--- config.mk ---
export PLATFORM = sky130hd
export DESIGN_NAME = writeback_unit_flat
export DESIGN_NICKNAME = d
export VERILOG_FILES = /design/src/rtl/writeback_unit_pkg.sv /design/src/rtl/writeback_unit_if.sv /design/src/rtl/wb_fifo.sv /design/src/rtl/writeback_unit.sv /design/src/flat_wrapper.sv
export SDC_FILE = /design/constraint.sdc
export NUM_CORES = 1
export LEC_CHECK = 0
export BUFFER_PORTS_ARGS = -buffer_cell sky130_fd_sc_hd__buf_2
export CAP_MARGIN = 20
export CELL_PAD_IN_SITES_DETAIL_PLACEMENT = 2
export CELL_PAD_IN_SITES_GLOBAL_PLACEMENT = 2
export CORE_UTILIZATION = 41
export CTS_CLUSTER_DIAMETER = 40
export DETAILED_ROUTE_END_ITERATION = 8
export GPL_ROUTABILITY_DRIVEN = 0
export GPL_TIMING_DRIVEN = 1
export PLACE_DENSITY_LB_ADDON = 0.1
export REMOVE_ABC_BUFFERS = 1
export SYNTH_ARGS = -nofsm -noshare
export SYNTH_HDL_FRONTEND = slang
export SYNTH_SLANG_ARGS = --single-unit
--- constraint.sdc ---
create_clock -name clk -period 3.8 [get_ports clk]
set_input_delay 0.19 -clock clk [delete_from_list [all_inputs] [get_ports clk]]
set_output_delay 0.19 -clock clk [all_outputs]
set_load 0.02 [all_outputs]
--- src/rtl/writeback_unit_pkg.sv ---
// Shared constants and entry type for the writeback unit.
package writeback_unit_pkg;

  localparam int REG_W  = 5;
  localparam int DATA_W = 32;

  localparam logic [REG_W-1:0] REG_LINK = 5'd31;
  localparam logic [REG_W-1:0] REG_ZERO = 5'd0;

  // One queued register-bank write.
  typedef struct packed {
    logic [REG_W-1:0]  target;
    logic [DATA_W-1:0] value;
  } wb_entry_t;

endpackage

--- src/rtl/writeback_unit_if.sv ---
// Producer handshake plus register-bank write port of the writeback unit.
interface writeback_unit_if;
  import writeback_unit_pkg::*;

  logic              in_valid;
  logic              in_ready;
  logic [REG_W-1:0]  in_rd;
  logic [DATA_W-1:0] in_data;
  logic              in_jal;
  logic [DATA_W-1:0] in_pc;
  logic              wr_stall;
  logic              write;
  logic [REG_W-1:0]  rd;
  logic [DATA_W-1:0] data;

  // Producer / register-bank side.
  modport master (
    output in_valid, in_rd, in_data, in_jal, in_pc, wr_stall,
    input  in_ready, write, rd, data
  );

  // Writeback unit side.
  modport slave (
    input  in_valid, in_rd, in_data, in_jal, in_pc, wr_stall,
    output in_ready, write, rd, data
  );

endinterface

--- src/rtl/wb_fifo.sv ---
// Circular FIFO of writeback entries; exposes every slot so the owner can
// scan the live entries for forwarding.
module wb_fifo
  import writeback_unit_pkg::*;
#(
  parameter  int DEPTH = 4,
  localparam int PTR_W = $clog2(DEPTH),
  localparam int CNT_W = PTR_W + 1
) (
  input  logic                   clk,
  input  logic                   reset,
  input  logic                   flush,
  input  logic                   push,
  input  wb_entry_t              push_entry,
  input  logic                   pop,
  output wb_entry_t              head,
  output logic [CNT_W-1:0]       count,
  output logic [PTR_W-1:0]       rd_ptr,
  output wb_entry_t [DEPTH-1:0]  slots
);

  wb_entry_t [DEPTH-1:0] mem;
  logic [PTR_W-1:0]      wr_ptr;

  // Write the pushed entry into the slot at the write pointer.
  // NOTE: the storage array has no reset; a slot is only observed while it
  // lies inside [rd_ptr, rd_ptr+count), so stale contents are never visible.
  always_ff @(posedge clk) begin
    if (push && !flush) begin
      mem[wr_ptr] <= push_entry;
    end
  end

  // Pointer and occupancy bookkeeping; flush and reset both empty the queue.
  // NOTE: all state updates use non-blocking assignments so every register
  // samples the pre-edge values regardless of statement order.
  always_ff @(posedge clk or negedge reset) begin
    if (!reset) begin
      wr_ptr <= '0;
      rd_ptr <= '0;
      count  <= '0;
    end else if (flush) begin
      wr_ptr <= '0;
      rd_ptr <= '0;
      count  <= '0;
    end else begin
      if (push) wr_ptr <= wr_ptr + 1'b1;
      if (pop)  rd_ptr <= rd_ptr + 1'b1;
      case ({push, pop})
        2'b10:   count <= count + 1'b1;
        2'b01:   count <= count - 1'b1;
        default: count <= count;
      endcase
    end
  end

  assign head  = mem[rd_ptr];
  assign slots = mem;

endmodule

--- src/rtl/writeback_unit.sv ---
// Writeback queue in front of the register bank with hazard forwarding of
// the youngest pending value and a pending-register mask.
module writeback_unit
  import writeback_unit_pkg::*;
#(
  parameter int DEPTH       = 4,
  parameter int LINK_OFFSET = 4
) (
  input  logic              clk,
  input  logic              reset,
  input  logic              flush,
  writeback_unit_if.slave   wb,
  input  logic [REG_W-1:0]  q_rs,
  input  logic [REG_W-1:0]  q_rt,
  output logic              fwd_rs_hit,
  output logic              fwd_rt_hit,
  output logic [DATA_W-1:0] fwd_rs_data,
  output logic [DATA_W-1:0] fwd_rt_data,
  output logic [31:0]       pend_mask
);

  localparam int PTR_W = $clog2(DEPTH);
  localparam int CNT_W = PTR_W + 1;

  wb_entry_t             in_entry;
  wb_entry_t             head;
  wb_entry_t [DEPTH-1:0] slots;
  logic [CNT_W-1:0]      count;
  logic [PTR_W-1:0]      rd_ptr;
  logic                  in_ready;
  logic                  push;
  logic                  write_en;

  // Form the queued entry: jal writes the link value to the link register.
  // NOTE: every output of a combinational block is assigned on every path
  // (directly or via a default first) so no latch is inferred.
  always_comb begin
    in_entry.target = wb.in_jal ? REG_LINK : wb.in_rd;
    in_entry.value  = wb.in_jal ? (wb.in_pc + DATA_W'(LINK_OFFSET)) : wb.in_data;
  end

  // Full queue refuses new entries even when the head drains this cycle.
  assign in_ready = reset && !flush && (count < CNT_W'(DEPTH));
  // Writes to register 0 complete the handshake but are dropped.
  assign push     = wb.in_valid && in_ready && (in_entry.target != REG_ZERO);
  assign write_en = reset && (count != '0) && !wb.wr_stall && !flush;

  assign wb.in_ready = in_ready;
  assign wb.write    = write_en;
  assign wb.rd       = write_en ? head.target : '0;
  assign wb.data     = write_en ? head.value  : '0;

  wb_fifo #(.DEPTH(DEPTH)) u_fifo (
    .clk        (clk),
    .reset      (reset),
    .flush      (flush),
    .push       (push),
    .push_entry (in_entry),
    .pop        (write_en),
    .head       (head),
    .count      (count),
    .rd_ptr     (rd_ptr),
    .slots      (slots)
  );

  // Scan live entries oldest to youngest so the youngest match wins.
  always_comb begin
    wb_entry_t        slot;
    logic [PTR_W-1:0] idx;
    slot        = '0;
    idx         = '0;
    fwd_rs_hit  = 1'b0;
    fwd_rt_hit  = 1'b0;
    fwd_rs_data = '0;
    fwd_rt_data = '0;
    pend_mask   = '0;
    for (int k = 0; k < DEPTH; k++) begin
      if (CNT_W'(k) < count) begin
        idx  = rd_ptr + PTR_W'(k);
        slot = slots[idx];
        pend_mask[slot.target] = 1'b1;
        if ((q_rs != REG_ZERO) && (slot.target == q_rs)) begin
          fwd_rs_hit  = 1'b1;
          fwd_rs_data = slot.value;
        end
        if ((q_rt != REG_ZERO) && (slot.target == q_rt)) begin
          fwd_rt_hit  = 1'b1;
          fwd_rt_data = slot.value;
        end
      end
    end
    pend_mask[REG_ZERO] = 1'b0;
  end

endmodule
--- src/flat_wrapper.sv ---
// flat-port wrapper written by rule: the top's interface ports become plain ports
module writeback_unit_flat import writeback_unit_pkg::*;
#(
  parameter int DEPTH       = 4,
  parameter int LINK_OFFSET = 4
)
  (clk, reset, flush, q_rs, q_rt, fwd_rs_hit, fwd_rt_hit, fwd_rs_data, fwd_rt_data, pend_mask, wb_in_valid, wb_in_rd, wb_in_data, wb_in_jal, wb_in_pc, wb_wr_stall, wb_in_ready, wb_write, wb_rd, wb_data);
  writeback_unit_if wb_i ();
  input  logic clk;
  input  logic reset;
  input  logic flush;
  input  logic [REG_W-1:0] q_rs;
  input  logic [REG_W-1:0] q_rt;
  output logic fwd_rs_hit;
  output logic fwd_rt_hit;
  output logic [DATA_W-1:0] fwd_rs_data;
  output logic [DATA_W-1:0] fwd_rt_data;
  output logic [31:0] pend_mask;
  input wire logic [$bits(wb_i.in_valid)-1:0] wb_in_valid;
  input wire logic [$bits(wb_i.in_rd)-1:0] wb_in_rd;
  input wire logic [$bits(wb_i.in_data)-1:0] wb_in_data;
  input wire logic [$bits(wb_i.in_jal)-1:0] wb_in_jal;
  input wire logic [$bits(wb_i.in_pc)-1:0] wb_in_pc;
  input wire logic [$bits(wb_i.wr_stall)-1:0] wb_wr_stall;
  output wire logic [$bits(wb_i.in_ready)-1:0] wb_in_ready;
  output wire logic [$bits(wb_i.write)-1:0] wb_write;
  output wire logic [$bits(wb_i.rd)-1:0] wb_rd;
  output wire logic [$bits(wb_i.data)-1:0] wb_data;
  assign wb_i.in_valid = wb_in_valid;
  assign wb_i.in_rd = wb_in_rd;
  assign wb_i.in_data = wb_in_data;
  assign wb_i.in_jal = wb_in_jal;
  assign wb_i.in_pc = wb_in_pc;
  assign wb_i.wr_stall = wb_wr_stall;
  assign wb_in_ready = wb_i.in_ready;
  assign wb_write = wb_i.write;
  assign wb_rd = wb_i.rd;
  assign wb_data = wb_i.data;
  writeback_unit #(.DEPTH(DEPTH), .LINK_OFFSET(LINK_OFFSET)) u_core (.clk(clk), .reset(reset), .flush(flush), .wb(wb_i), .q_rs(q_rs), .q_rt(q_rt), .fwd_rs_hit(fwd_rs_hit), .fwd_rt_hit(fwd_rt_hit), .fwd_rs_data(fwd_rs_data), .fwd_rt_data(fwd_rt_data), .pend_mask(pend_mask));
endmodule
# Yosys cells after proc, flatten, opt, wreduce, memory -nomap -nowiden
# Cells that the tools add are included.
# totals
ff_bits,155
input_bits,85
out_inout_bits,137
wordCells,145
# classes
add_sub_neg,7
magnitude_cmp,19
eq_ne,10
n_mux,65
n_bitwise,3
n_reduce_logical,30
# op_table
op,n
$mux 32,22
$bmux 37 s2,4
$mux 37,5
$bwmux 148,1
$or 32x32->32,3
$demux 37 s2,1
$eq 5x5->1,8
$add 32x3->32 const B,1
$lt 5x6->1 const B,4
$logic_and 1x1->1,21
$demux 1 s5,4
$ge 5x1->1 const B,4
$mux 1,20
$lt 2x3->1 const B,5
$reduce_bool 5->1,3
$mux 5,2
$mux 2,4
$lt 1x3->1 const A,2
$lt 2x3->1 const A,2
$pmux 3 s2,1
$reduce_bool 3->1,2
$add 2x1->2 const B,2
$add 2x2->2 const B,2
$reduce_bool 2->1,2
other kinds (8),9

# Depth between registers and ports, before layout
# depth
depth_word,13
depth_mapped,11
depth_no_buf,8

# By module
# A second synthesis with hierarchy kept.
# hier_totals
cells_unflattened,1557
hier_area_um2,14591.5
# modules_own_cells
module,instances,cells_each,area_per_inst_um2,seq_area_each_um2
writeback_unit,1,1323,8834.7,0.0
wb_fifo,1,234,5756.8,4619.4

# Worst setup path after synthesis
# Ideal clock, no wire load.
# synth_timing
kind,flip-flop to output port
from,register u_core.u_fifo.rd_ptr[0]
to,output fwd_rs_data[20]
arrival_time_ns,2.707
t_required_ns,3.610
path_slack_ns,0.903
stages_incl_launch_ff,11
path_buffers,4
cell_sequence,dfrtp_1 buf_6 buf_6 mux4_2 xnor2_1 nand4_1 or2_1 buf_2 clkbuf_1 nor2_1 o31ai_1
# synth_between
elab_chain_cells,12
word_cells_on_any_way,27
classes_between,3 x add/sub; 4 x eq/ne; 16 x mux; 4 x reduce/logical
# synth_lines
item,line_no,rtl
"start, declared",wb_fifo.sv:18,"output logic [PTR_W-1:0] rd_ptr,"
"start signal, assigned",wb_fifo.sv:48,if (pop) rd_ptr <= rd_ptr + 1'b1;
"parallel branches: the longest is 11 deep, another holds $add 2x1->2",--,
$mux 32 (*),writeback_unit.sv:78,if (CNT_W'(k) < count) begin
"end, declared",flat_wrapper.sv:16,output logic [DATA_W-1:0] fwd_rs_data;
# Mark *: on every way between the ends. The select of a mux whose other input is x is not followed.

# Final worst setup path
# layout_timing
from,register u_core.u_fifo.rd_ptr[0]
to,output fwd_rs_data[10]
# Same word-level chain as after synthesis.

==> flow_summary_export.csv <==
group,metric,value,unit
finish,area_delta_synth_final,18.2,%
timing,worst_slew_pin_slew,1.09,ns
placed_design,place_ws,0.343,ns
timing,final-setup-viol-count,0,
timing,final_max_slew_viol_count,0,
die,fp-row-count,67,
power_and_ir_drop,swShare,0.381,
power_and_ir_drop,p_per_area,379,mW/mm2
placed_design,io_buffer_count,220,
finish,n_antenna_cell,0,
routing,wl_per_cell,30.1,um
die,core_area,0.0336,mm2
routing,post-route-drc-count,0,
logic_synthesis,synth_cell_types,60,
cts,clockBufferDepth,2,
cts,clock-sinks,155,
finish,final_common_cell,"buf_2",
critical_path,critPathMaxFanout,21,
critical_path,crit_type,"flip-flop to output pin",
global_route,grt.total_usage,0.330,
placed_design,hpwl,39.1,mm
job,max-cap-violations,0,
placed_design,dp.cells,1911,
routing,finalWirelength,59.3,mm
finish,finalInstanceArea,0.0166,mm2
run_status,run_status,"complete, no violations",
routing,dr.pass1.iters,5,
critical_path,critPathCaptureType,"output pin",
timing,setup_slack,0.0474,ns
finish,nets,1601,
hold_path,worstHoldPathType,"input port to flip-flop",
logic_synthesis,yosysSeqAreaShare,0.329,
die,dieHeight,187,um
global_route,gr-total-overflow,0,
cts,clkLatencyLatePin,0.45,ns
logic_synthesis,synth_warnings,0,
critical_path,required,3.61,ns
timing,fin_crit_sh,0.988,
die,fp.dieArea,0.0350,mm2
cts,clockRootBuffer,"clkbuf_16",
finish,final_cell_mix,"buf_2, nor2_1, edfxtp_1",
timing,finalHoldViolCount,0,
global_route,antenna_found_initial,0,
logic_synthesis,syn_inst,1318,
logic_synthesis,synth_edf_count,148,
timing,timing.fmax,266,MHz
power_and_ir_drop,power.share.sequential,0.317,
logic_synthesis,async_flop_share,0.0452,
power_and_ir_drop,p_leak,5.76,nW
power_and_ir_drop,p_sw,0.00240,W
timing,min_period,3.75,ns
global_route,grt_pass1_wl,87.7,mm
routing,drtIter0Drc,1169,
timing,whs,0.0629,ns
global_route,grt_max_degree,71,
logic_synthesis,yosys_most_used_dff,"edfxtp_1",
die,initial_core_util,0.417,
power_and_ir_drop,power.internal,0.00389,W
die,top_level_ports,222,
die,die_x,187,um
logic_synthesis,synth_area,0.0140,mm2
critical_path,worstPathArrival,3.56,ns
power_and_ir_drop,p_clk_frac,0.298,
cts,htree_levels,4,
routing,via_count,13300,
power_and_ir_drop,vdd_drop_max,0.304,mV
cts,cts_tree,"done",
critical_path,cp-start-kind,"flip-flop",
timing,fin_skew,0.0149,ns
cts,cts_made_buffers,17,
timing,max_slew_margin,0.271,
global_route,grt_pass1_vias,14000,
logic_synthesis,syn_area_per_cell,10.6,um2
routing,ant_nets,0,
power_and_ir_drop,pwr-share-comb,0.385,
finish,stdcell_count,1968,
logic_synthesis,ys_ff_latch,155,
routing,viasPerCell,6.77,
cts,clk_pin_slew,0.07,ns
finish,n_fill_cell,3470,
placed_design,placed_cell_area,0.0157,mm2
finish,drive_above_1_share,0.343,
[per-layer routing]
metal	vias up	track usage	share of wire
li1	5570	-	-
met1	6948	0.416	0.39
met2	680	0.567	0.51
met3	131	0.0475	0.065
met4	0	0.139	0.032
met5	-	0	0
[flip-flops by register name, summed over array words and instances (netlist names)]
signal                count
u_core.u_fifo.slots     148
u_core.u_fifo.count       3
u_core.u_fifo.rd_ptr      2
u_core.u_fifo.wr_ptr      2
[cell type report]
type / instances / area [um2] / share of cell area
clock buffers: 17 / 425 / 0.0257
clock inverters: 15 / 203 / 0.0122
inverters: 24 / 90.1 / 0.00543
multi-input cells: 1010 / 8790 / 0.530
flip-flops and latches: 155 / 4630 / 0.279
well taps: 448 / 561 / 0.0338
repair buffers: 299 / 1890 / 0.114
[critical path: stages (launching register included)]
cell and delay, ns:
dfrtp_4 0.54, buf_4 0.15, mux4_2 0.65, xnor2_2 0.19
nand2_1 0.23, or2_1 0.20, buf_4 0.36, a311oi_1 0.17
o31ai_1 0.38, buf_2 0.24
[kinds of logic after synthesis]
kind of cell	after synthesis	share of synthesized area
xor+xnor	74	0.0467
other cells	1	0.000267
compound gates	205	0.113
flops	155	0.329
simple gates	517	0.174
buf+inv	153	0.0505
mux	202	0.277
fa+ha+maj	11	0.00946
[timing repair]
| item | in CTS | in global routing |
|---|---|---|
| hold buffers | 1 | 0 |
| resized for setup | 1 | 4 |
| setup buffers | 4 | 19 |
| pin swaps | 1 | 1 |
| hold endpoints to repair | 7 | 0 |
| setup endpoints to repair | 39 | 37 |
[metrics by stage]
step	power, W	util	TNS (ns)
floorplan	0.00359	-	-725.78
global placement	0.00425	0.467	0
detailed placement	0.00432	0.467	0
CTS	0.00620	0.487	0
global route	0.00650	0.493	-0.159
finish	0.00629	0.493	0
[synth_stat cells, drive strengths merged, types with 2 or more instances]
library cell    n  area share
a22o            3      0.0019
buf            68       0.028
a311oi         29       0.018
o211ai          3      0.0023
a221o          14       0.010
nor4            9      0.0055
ha              9      0.0080
o31ai          30       0.016
or2            11      0.0049
inv            23      0.0062
edfxtp        148        0.32
mux2           11      0.0088
and3           11      0.0049
nand3b          4      0.0021
or3             6      0.0027
nor2b          36       0.016
o21ai           8      0.0029
nand3          54       0.019
or4             2      0.0011
o22ai          15      0.0067
nor3b           6      0.0032
nor3           27      0.0096
nor2          159       0.043
clkbuf         61       0.016
and2           11      0.0049
xor2           19       0.012
nand4          44       0.020
a21oi          30       0.011
a22oi          15      0.0080
mux2i          44       0.032
o221ai         48       0.030
nand2         135       0.036
a211oi          3      0.0016
maj3            2      0.0014
xnor2          55       0.035
dfrtp           7       0.012
mux4          147        0.24
a311o           3      0.0021
[final timing paths]
path                                    startpoint                        to  slack [ns]  cells past startpoint
max reg2reg                 u_core.u_fifo.count[2]  u_core.u_fifo.slots[127]        1.21                      4
min reg2reg                u_core.u_fifo.wr_ptr[0]   u_core.u_fifo.wr_ptr[0]        0.55                      1
min                                          flush    u_core.u_fifo.count[1]        0.06                      2
max                        u_core.u_fifo.rd_ptr[0]           fwd_rs_data[10]        0.05                      9
max in group asynchronous                    reset   u_core.u_fifo.rd_ptr[0]        3.41                      2
min in group asynchronous                    reset   u_core.u_fifo.rd_ptr[1]        0.17                      2
[power by group through the flow]
stage	sequential [W]	combinational [W]	clock, W
after global placement	0.00204	0.00221	0
after CTS	0.00200	0.00232	0.00188
after floorplan	0.00213	0.00146	0
final	0.00200	0.00242	0.00188
after global routing	0.00200	0.00256	0.00195
after detailed placement	0.00205	0.00228	0
Note: power is estimated with default switching activity, not from simulation.
